<file path="src/rtl/st_pipe_pkg.sv">
// Shared definitions for the stage pipeline registers.
// Holds the control-word bit map, the bubble encoding, default field widths
// and the per-edge action decode used by every stage register.
package st_pipe_pkg;

  // Default field widths.
  localparam int unsigned DATA_W_DEF = 32;
  localparam int unsigned CTRL_W_DEF = 16;
  localparam int unsigned REG_W_DEF  = 5;
  localparam int unsigned CNT_W_DEF  = 16;

  // Control-word bit positions.
  localparam int unsigned CTRL_REGWRITE = 15;
  localparam int unsigned CTRL_MEMREAD  = 14;
  localparam int unsigned CTRL_MEMWRITE = 13;

  // A bubble carries no live control bits.
  localparam logic [15:0] CTRL_BUBBLE = 16'h0000;

  // What a stage register does on a given rising edge.
  typedef enum logic [1:0] {
    ActLoad  = 2'd0,
    ActHold  = 2'd1,
    ActFlush = 2'd2
  } stageAct_e;

  // Flush beats stall; stall beats load.
  function automatic stageAct_e decodeAct(input logic flush, input logic stall);
    if (flush) begin
      return ActFlush;
    end else if (stall) begin
      return ActHold;
    end else begin
      return ActLoad;
    end
  endfunction

endpackage

</file>
<file path="src/rtl/sat_counter.sv">
// Saturating up-counter with synchronous clear.
// Ports:
//   clk   - clock, rising edge
//   rst   - asynchronous active-high reset, zeroes the count
//   clr   - synchronous clear, wins over inc
//   inc   - add one this edge unless already at all-ones
//   count - current count
module sat_counter #(
  parameter int unsigned CNT_W = 16
) (
  input  logic             clk,
  input  logic             rst,
  input  logic             clr,
  input  logic             inc,
  output logic [CNT_W-1:0] count
);

  logic [CNT_W-1:0] countQ;
  logic [CNT_W-1:0] countD;
  logic             atMax;

  assign atMax = (countQ == {CNT_W{1'b1}});

  always_comb begin
    countD = countQ;
    if (clr) begin
      countD = '0;
    end else if (inc && !atMax) begin
      countD = countQ + CNT_W'(1);
    end
  end

  always_ff @(posedge clk or posedge rst) begin
    if (rst) begin
      countQ <= '0;
    end else begin
      countQ <= countD;
    end
  end

  assign count = countQ;

endmodule

</file>
<file path="src/rtl/st2_idex_reg.sv">
// ID/EX pipeline register.
// Captures the stage-2 control word and decoded operands and presents them to
// EX one cycle later. Supports stall (hold), flush (bubble) and a valid bit,
// exports the EX load indication for the hazard unit, and counts bubbles.
// Ports:
//   clk, rst               - clock; asynchronous active-high reset
//   stall, flush           - hold / bubble insertion from the hazard unit
//   cnt_clr                - synchronous clear of bubble_cnt
//   id_*                   - ID-stage valid, control, PC+4, operands, specifiers
//   ex_*                   - registered copies for EX
//   ex_memRead             - registered load indication qualified by valid
//   bubble_cnt             - saturating count of bubbles entering EX
module st2_idex_reg
  import st_pipe_pkg::*;
#(
  parameter int unsigned DATA_W = DATA_W_DEF,
  parameter int unsigned CTRL_W = CTRL_W_DEF,
  parameter int unsigned REG_W  = REG_W_DEF,
  parameter int unsigned CNT_W  = CNT_W_DEF
) (
  input  logic              clk,
  input  logic              rst,
  input  logic              stall,
  input  logic              flush,
  input  logic              cnt_clr,
  input  logic              id_valid,
  input  logic [CTRL_W-1:0] id_ctrl,
  input  logic [DATA_W-1:0] id_pc4,
  input  logic [DATA_W-1:0] id_rs_data,
  input  logic [DATA_W-1:0] id_rt_data,
  input  logic [DATA_W-1:0] id_imm,
  input  logic [REG_W-1:0]  id_rs,
  input  logic [REG_W-1:0]  id_rt,
  input  logic [REG_W-1:0]  id_rd,
  output logic              ex_valid,
  output logic [CTRL_W-1:0] ex_ctrl,
  output logic [DATA_W-1:0] ex_pc4,
  output logic [DATA_W-1:0] ex_rs_data,
  output logic [DATA_W-1:0] ex_rt_data,
  output logic [DATA_W-1:0] ex_imm,
  output logic [REG_W-1:0]  ex_rs,
  output logic [REG_W-1:0]  ex_rt,
  output logic [REG_W-1:0]  ex_rd,
  output logic              ex_memRead,
  output logic [CNT_W-1:0]  bubble_cnt
);

  stageAct_e act;

  logic              validQ, validD;
  logic [CTRL_W-1:0] ctrlQ, ctrlD;
  logic [DATA_W-1:0] pc4Q, pc4D;
  logic [DATA_W-1:0] rsDataQ, rsDataD;
  logic [DATA_W-1:0] rtDataQ, rtDataD;
  logic [DATA_W-1:0] immQ, immD;
  logic [REG_W-1:0]  rsQ, rsD;
  logic [REG_W-1:0]  rtQ, rtD;
  logic [REG_W-1:0]  rdQ, rdD;
  logic              bubbleIn;

  assign act = decodeAct(flush, stall);

  always_comb begin
    validD  = validQ;
    ctrlD   = ctrlQ;
    pc4D    = pc4Q;
    rsDataD = rsDataQ;
    rtDataD = rtDataQ;
    immD    = immQ;
    rsD     = rsQ;
    rtD     = rtQ;
    rdD     = rdQ;
    unique case (act)
      ActFlush: begin
        // Data fields still load so the bubble slot is deterministic.
        validD  = 1'b0;
        ctrlD   = '0;
        pc4D    = id_pc4;
        rsDataD = id_rs_data;
        rtDataD = id_rt_data;
        immD    = id_imm;
        rsD     = id_rs;
        rtD     = id_rt;
        rdD     = id_rd;
      end
      ActLoad: begin
        validD  = id_valid;
        // A non-valid slot must never carry live control bits.
        ctrlD   = id_valid ? id_ctrl : '0;
        pc4D    = id_pc4;
        rsDataD = id_rs_data;
        rtDataD = id_rt_data;
        immD    = id_imm;
        rsD     = id_rs;
        rtD     = id_rt;
        rdD     = id_rd;
      end
      default: ;
    endcase
  end

  always_ff @(posedge clk or posedge rst) begin
    if (rst) begin
      validQ  <= 1'b0;
      ctrlQ   <= '0;
      pc4Q    <= '0;
      rsDataQ <= '0;
      rtDataQ <= '0;
      immQ    <= '0;
      rsQ     <= '0;
      rtQ     <= '0;
      rdQ     <= '0;
    end else begin
      validQ  <= validD;
      ctrlQ   <= ctrlD;
      pc4Q    <= pc4D;
      rsDataQ <= rsDataD;
      rtDataQ <= rtDataD;
      immQ    <= immD;
      rsQ     <= rsD;
      rtQ     <= rtD;
      rdQ     <= rdD;
    end
  end

  // A bubble enters EX on a flush, or on a load of an empty/invalid slot.
  always_comb begin
    bubbleIn = 1'b0;
    unique case (act)
      ActFlush: bubbleIn = 1'b1;
      ActLoad:  bubbleIn = !id_valid || (id_ctrl == '0);
      default:  bubbleIn = 1'b0;
    endcase
  end

  sat_counter #(
    .CNT_W (CNT_W)
  ) u_bubbleCnt (
    .clk   (clk),
    .rst   (rst),
    .clr   (cnt_clr),
    .inc   (bubbleIn),
    .count (bubble_cnt)
  );

  assign ex_valid   = validQ;
  assign ex_ctrl    = ctrlQ;
  assign ex_pc4     = pc4Q;
  assign ex_rs_data = rsDataQ;
  assign ex_rt_data = rtDataQ;
  assign ex_imm     = immQ;
  assign ex_rs      = rsQ;
  assign ex_rt      = rtQ;
  assign ex_rd      = rdQ;

  // Decoded from registered state only, so no input-to-output path.
  assign ex_memRead = ctrlQ[CTRL_MEMREAD] & validQ;

endmodule

</file>
<file path="config.mk">
export PLATFORM = sky130hd
export DESIGN_NAME = st2_idex_reg
export DESIGN_NICKNAME = d
export VERILOG_FILES = /design/src/rtl/st_pipe_pkg.sv /design/src/rtl/sat_counter.sv /design/src/rtl/st2_idex_reg.sv
export SDC_FILE = /design/constraint.sdc
export NUM_CORES = 1
export LEC_CHECK = 0
export CAP_MARGIN = 20
export CORE_MARGIN = 2
export CORE_UTILIZATION = 40
export DETAILED_ROUTE_END_ITERATION = 16
export PLACE_DENSITY_LB_ADDON = 0.12
export REMOVE_ABC_BUFFERS = 1
export SETUP_SLACK_MARGIN = 0.4
export SKIP_CTS_REPAIR_TIMING = 1
export SYNTH_ARGS = -nofsm -noshare
export SYNTH_HDL_FRONTEND = slang
export SYNTH_SLANG_ARGS = --single-unit
</file>
<file path="constraint.sdc">
create_clock -name clk -period 10.1 [get_ports clk]
set_input_delay 1.515 -clock clk [delete_from_list [all_inputs] [get_ports clk]]
set_output_delay 1.515 -clock clk [all_outputs]
set_load 0.02 [all_outputs]
</file>
Yosys cells after proc, flatten, opt, wreduce, memory -nomap -nowiden
Index checks and enable logic that the tools add are counted.
- register bits: 176
- input bits: 165
- output and inout port bits: 177
- logic and storage cells: 31
- add/sub/neg operators: 1
- equal/unequal tests: 2
- mux-type cells: 8
- bitwise gates (word level): 1
- reduce and logical (&&, ||, !) cells: 9
- operators with widths (cell ; count):
    $mux 16 ; 3
    $pmux 16 s2 ; 1
    $add 16x1->16 const B ; 1
    $eq 16x16->1 const B ; 1
    $logic_not 16->1 ; 1
    $pmux 1 s2 ; 2
    $reduce_bool 2->1 ; 2
    $eq 2x2->1 const B ; 1
    $logic_not 1->1 ; 2
    $logic_not 2->1 ; 1
    $mux 2 ; 1
    $reduce_or 2->1 ; 1
    $and 1x1->1 ; 1
    $logic_and 1x1->1 ; 1
    $logic_or 1x1->1 ; 1
    $mux 1 ; 1

Depth between registers and ports, before layout
Gate-level depths: netlist of run 1.
- depth after elaboration: 7
- depth in mapped cells: 6
- depth with buffers taken out: 6

By module
A second synthesis of run 1 with hierarchy kept.
- cells, all modules: 454
- area total of the unflattened synthesis: 7208.2 sq um
- by module, submodules not included (module ; instances ; cells each ; area each (sq um) ; sequential area each (sq um)):
    st2_idex_reg ; 1 ; 350 ; 6286.0 ; 4003.8
    sat_counter ; 1 ; 104 ; 922.1 ; 400.4

Least setup slack after synthesis of run 1
No wires, ideal clock.
- kind: input to register
- from: in id_ctrl[11]
- to: reg u_bubbleCnt.countQ[9], in the netlist u_bubbleCnt.count[9]
- data arrival time: 3.038 ns
- required time: 9.975 ns
- path slack: 6.937 ns
- stages on the path: 5
- cells stage by stage: nor4_2 -> a41oi_2 -> nor4_4 -> and4_1 -> mux2_4
- longest elaborated chain between the ends: 5
- RTL lines (what ; RTL line ; source):
    from (decl) ; st2_idex_reg.sv:27 ; input logic [CTRL_W-1:0] id_ctrl,
    $logic_not 16->1 ; st2_idex_reg.sv:131 ; ActLoad: bubbleIn = !id_valid || (id_ctrl == '0);
    $logic_or 1x1->1 ; st2_idex_reg.sv:131 ;
    $pmux 1 s2 ; st2_idex_reg.sv:129 ; unique case (act)
    $logic_and 1x1->1 ; sat_counter.sv:28 ; end else if (inc && !atMax) begin
    $reduce_bool 2->1 (no source line) ; n/a ;
    to (signal assigned) ; sat_counter.sv:37 ; countQ <= countD;
    to (decl) ; sat_counter.sv:18 ; logic [CNT_W-1:0] countQ;
Every way passes these cells.
A chain may end at the register's enable or synchronous reset.

Final worst setup path of run 1
- from: in stall
- to: reg immQ[31], in the netlist ex_imm[31]
- longest elaborated chain between the ends: 4
- RTL lines (what ; RTL line ; source):
    from (decl) ; st2_idex_reg.sv:23 ; input logic stall,
    $mux 1 * ; st_pipe_pkg.sv:31 ; end else if (stall) begin
    $mux 2 * ; st_pipe_pkg.sv:29 ; if (flush) begin
    $eq 2x2->1 / $logic_not 2->1 (equally long branches) ; st2_idex_reg.sv:73 ; unique case (act)
    $reduce_or 2->1 (no source line) * ; n/a ;
    to (signal assigned) ; st2_idex_reg.sv:119 ; immQ <= immD;
    to (decl) ; st2_idex_reg.sv:55 ; logic [DATA_W-1:0] immQ, immD;
Every way passes the cells marked *; elsewhere a longest branch is shown, timed or not.

==> results.cfg, run 1 <==
[worst_setup_path]
r2r_cells = 6
cp_slowest_stage_delay_ps = 840
worst_path_max_delay_cell = buf_4
cp_data_required_time_ps = 10460
worstSetupPathType = in -> reg
path_max_fanout = 88
start_kind = input pin
arrival_ps = 4060
crit_chain = clkdlybuf4s50_1, nor2b_4, buf_4, buf_4, nand2_1, nand2_1
endpoint_kind = flop

[run_status]
status = finished clean

[floorplanning]
design.portCount = 342
die_y_um = 135
coreArea_sq_um = 16700
fp.dieW_um = 135
rows = 47
initial_core_util_pct = 41.2
die_area_sq_um = 18300

[finish]
drive_above_1_share_pct = 4.81
fillers = 1385
nNetsFinal = 1235
area_growth_pct = 61.2
layout_commonest_cell = nand2_1
most-common-layout-cells = 433 x nand2_1, 341 x clkdlybuf4s50_1, 176 x dfrtp_1, 18 x nor2_1, 17 x clkbuf_16
final_cell_area_sq_um = 11100

[yosys]
synth_compound_area_share_pct = 3.18
ys_seq_elements = 176
yosysSeqAreaShare_pct = 64.0
synthAdderAreaFrac_pct = 0.182
synth_edf_count = 0
synthSimpleGateAreaFrac_pct = 28.9
netlist_area_sq_um = 6890
syn_area_per_cell_sq_um = 9.29
synth_cells = 741
ys_types = 31
synth-main-ff-cell = dfrtp_1
synth_top_family_by_area = simple AND/OR/NAND/NOR gates
synthXorXnorAreaFrac_pct = 1.02
async_reset_ff_share_pct = 100
synth.area.mux_share_pct = 0.690
synth_warnings = 0

[global_routing]
grt_pass1_wl_um = 32700
antenna_found_initial = 1
grt.total_usage_pct = 23.2
grt_pass1_vias = 6048
grt_max_degree = 107
grt_overflow = 0

[route]
dr_wl_met3_um = 1950
vias_per_cell = 4.63
drc = 0
num_vias = 6027
met1_length_um = 8390
dr.first_iter.drc_count = 365
routed-wl-met2_um = 10100
dr.pass1.iters = 5
routedWlPerCell_um = 16.0
ant_nets = 0
wirelength_um = 20800
top_layer = met4

[timing]
finClkSkew_ps = 8.17
fmax_mhz = 270
finalCritPeriodShare_pct = 36.6
tightest_slew_ps = 1020
timing.hold.ws_ps = 463
fin_setup_tns_ps = 0
period_minus_slack_ps = 3700
finalHoldViolations = 0
rsz0062_at_grt = no
slew_headroom_pct = 32.3
slew_viol_final = 0
finalSetupViolCount = 0

[run]
maxCapViolCount = 0

[clocking]
cts_tree = yes
cts_htree_levels = 4
clock_tree.buffer_depth = 2
clock-sinks = 176
clock_latency_ps = 420
cts-buffers-inserted = 17
root_buffer = clkbuf_16
path_clk_slew_ps = 70

[power_and_ir_drop]
power_density_nw_per_um2 = 162
p_leak_nw = 5.30
p_total_mw = 1.79
vdd_drop_max_mv = 0.105

[place]
io_buffers = 341
hpwl_um = 14600
place_area_sq_um = 10500
place_congestion = 0.789

[worst_hold_path]
hold_class = reg -> reg
min_path_cells = 2
layout make-up:
class	instances	area [sq um]	area share [%]
sequential	176	4400	39.7
timing repair buffer	346	3450	31.1
multi-input combinational	526	2350	21.2
clock buffer	21	460	4.15
tap	220	275	2.48
clock inverter	11	138	1.24
inverter	2	12.5	0.113
antenna	1	2.50	0.0225
sequential cells by signal, summed over array words and instances, names as in the netlist:
name	flops
u_bubbleCnt.count	16
ex_rd	5
ex_rt_data	32
ex_rt	5
ex_ctrl	16
ex_rs_data	32
ex_imm	32
ex_rs	5
ex_valid	1
ex_pc4	32
per-stage QoR:
| stage | utilization, % | setup WS, ps | cells |
|---|---|---|---|
| after floorplan | - | 2290 | 704 |
| after CTS | 66.4 | 6380 | 1301 |
| after detailed placement | 62.8 | 5960 | 1269 |
| after global placement | 62.8 | 5980 | 1269 |
| after global routing | 66.5 | 6210 | 1303 |
| final | 66.5 | 6400 | 1303 |
final timing paths:
check	slack, ps	from	endpoint
worst min register to register	460	ex_rs_data[5]	ex_rs_data[5]
worst max register to register	7860	u_bubbleCnt.count[0]	u_bubbleCnt.count[9]
max in group asynchronous	6870	rst	u_bubbleCnt.count[5]
worst min-delay path	460	ex_rs_data[5]	ex_rs_data[5]
min in group asynchronous	1670	rst	ex_imm[23]
worst max-delay path	6400	stall	ex_imm[31]
cells in the mapped netlist (3+ instances only):
master    number  area share, %
nand2b_1       5           0.45
buf_1          6           0.33
nor2_1        18           0.98
and3_1         3           0.27
xnor2_1        7           0.89
a21oi_1        4           0.29
nor2b_1        4           0.36
a31o_2         4           0.51
nand3_1        3           0.22
clkbuf_1      31            1.7
nand2_1      433             24
nor4_2         4           0.73
nor4_1         4           0.36
a22o_1        16            2.0
dfrtp_1      176             64
nand4_1        3           0.27
worst max-delay path, delay by kind of cell:
family                 cells  cell delay (ps)
and+or+nand+nor            3              440
buffers and inverters      3             2050
where the power goes:
part	internal (mW)	leakage, nW	switching [mW]
clock network	0.401	0.300	0.271
registers	0.756	2.16	0.0269
logic	0.168	2.84	0.171
layer usage:
metal  vias up  global-route usage [%]
li1       2969                       -
met1      2805                    27.9
met2       228                    38.8
met3        25                    8.64
met4         0                    7.23
met5         -                       0
kinds of logic after synthesis:
logic type,Yosys count
muxes,4
buffers and inverters,39
xor gates and xnor gates,8
adders and majority gates,1
and+or+nand+nor,487
AOI/OAI and AO/OA,26
DFF,176
Power figures use the tool's default switching activity.
==> run 2: changes to the inputs <==
==> constraint.sdc (replaced) <==
create_clock -name clk -period 3.8 [get_ports clk]
set_input_delay 0.57 -clock clk [delete_from_list [all_inputs] [get_ports clk]]
set_output_delay 0.57 -clock clk [all_outputs]
set_load 0.02 [all_outputs]
==> run 2 against run 1 <==
Setup slack got worse by 5100 ps; global-route usage about the same; wire length rose by 1.0%; cell count barely moved; utilization rose by 0.27 points; die area unchanged; critical path depth unchanged; first-iteration DRC count up 19%; register-to-register slack lost 6300 ps; sequential share of layout area shrank 0.16 points; non-clock buffer count is 2 higher; highest routed layer unchanged.
==> results.cfg, run 2 (same netlist as run 1, synthesis figures left out) <==
[run_status]
status = finished clean

[timing]
finClkSkew_ps = 7.91
fin_setup_tns_ps = 0
period_minus_slack_ps = 2550
rsz0062_at_grt = no
slew_viol_final = 0
finalSetupViolCount = 0
tightest_slew_ps = 1050
fmax_mhz = 393
finalCritPeriodShare_pct = 67.0
slew_headroom_pct = 29.5
timing.hold.ws_ps = 463
finalHoldViolations = 0

[worst_setup_path]
r2r_cells = 6
endpoint_kind = flop
path_max_fanout = 9
arrival_ps = 2840
r2r_start = u_bubbleCnt.count[0]
reg2reg_to = u_bubbleCnt.count[9]
reg2reg_slack_ps = 1600
start_kind = input pin
cp_data_required_time_ps = 4090
worstSetupPathType = in -> reg

[global_routing]
grt_pass1_vias = 6015
grt_max_degree = 166
grt_overflow = 0
antenna_found_initial = 2
grt_pass1_wl_um = 32700
grt.total_usage_pct = 23.2

[finish]
nNetsFinal = 1237
drive_above_1_share_pct = 4.89
area_growth_pct = 61.8
fillers = 1411
layout_commonest_cell = nand2_1
most-common-layout-cells = 433 x nand2_1, 341 x clkdlybuf4s50_1, 176 x dfrtp_1, 18 x nor2_1, 17 x clkbuf_16

[run]
maxCapViolCount = 0

[clocking]
clock_latency_ps = 420
root_buffer = clkbuf_16
cts_htree_levels = 4
path_clk_slew_ps = 60
cts-buffers-inserted = 17
clock_tree.buffer_depth = 2
cts_tree = yes
clock-sinks = 176

[floorplanning]
rows = 47
design.portCount = 342
initial_core_util_pct = 41.2
die_area_sq_um = 18300
coreArea_sq_um = 16700
die_y_um = 135
fp.dieW_um = 135

[worst_hold_path]
min_from = ex_imm[27]
min_path_cells = 2
hold_class = reg -> reg
hold-path-endpoint = ex_imm[27]

[place]
io_buffers = 341
hpwl_um = 15000
place_congestion = 0.796

[route]
wirelength_um = 21100
dr.pass1.iters = 4
top_layer = met4
dr_wl_met3_um = 1980
routedWlPerCell_um = 16.1
dr.first_iter.drc_count = 434
drc = 0
met1_length_um = 8100
num_vias = 6158
ant_nets = 0
vias_per_cell = 4.72
routed-wl-met2_um = 10400

[power_and_ir_drop]
power_density_nw_per_um2 = 429
p_leak_nw = 5.31
vdd_drop_max_mv = 0.309
run 2: worst max path at each step:
stage,start,to,slack [ps],cells after the start
2_1_floorplan,flush,u_bubbleCnt.count[14],-3070,4
3_3_place_gp,id_ctrl[14],u_bubbleCnt.count[9],860,6
3_5_place_dp,id_ctrl[10],u_bubbleCnt.count[9],830,6
4_1_cts,id_ctrl[10],u_bubbleCnt.count[13],1280,6
5_1_grt,id_ctrl[14],u_bubbleCnt.count[13],1070,6
6_report,id_ctrl[10],u_bubbleCnt.count[13],1250,6
run 2: worst max-delay path: stages:
cell and delay (ps):
clkdlybuf4s50_1 470, nor4_2 330, a41oi_2 380, nor4_4 520
and3_1 230, mux2_1 320
run 2: where the power goes:
group / total, mW / switching [mW] / internal (mW)
registers: 2.08 / 0.0714 / 2.01
logic: 0.905 / 0.454 / 0.451
clock network: 1.80 / 0.712 / 1.08
run 2: through the flow:
step	worst slack (ps)	instance area (sq um)	utilization, %	total power, mW	std cells
detailed placement	830	10500	63.1	3.03	1272
global route	1070	11100	66.7	4.98	1304
finish	1250	11100	66.7	4.78	1304
global placement	860	10500	63.1	3.02	1272
floorplan	-3070	6750	-	2.50	704
CTS	1280	11100	66.7	4.84	1303
run 2: final cells by class:
class / instances / area [sq um] / area share [%]
clock buffer: 22 / 474 / 4.26
inverter: 2 / 12.5 / 0.112
multi-input combinational: 526 / 2350 / 21.1
tap: 220 / 275 / 2.47
sequential: 176 / 4400 / 39.5
antenna: 1 / 2.50 / 0.0225
timing repair buffer: 348 / 3490 / 31.3
clock inverter: 9 / 133 / 1.19
run 2: routing by layer:
layer  track usage (%)  up-vias
met5                 0        -
met4              8.85        0
met3              8.57       34
met2              39.4      244
met1              26.7     2905
li1                  -     2975
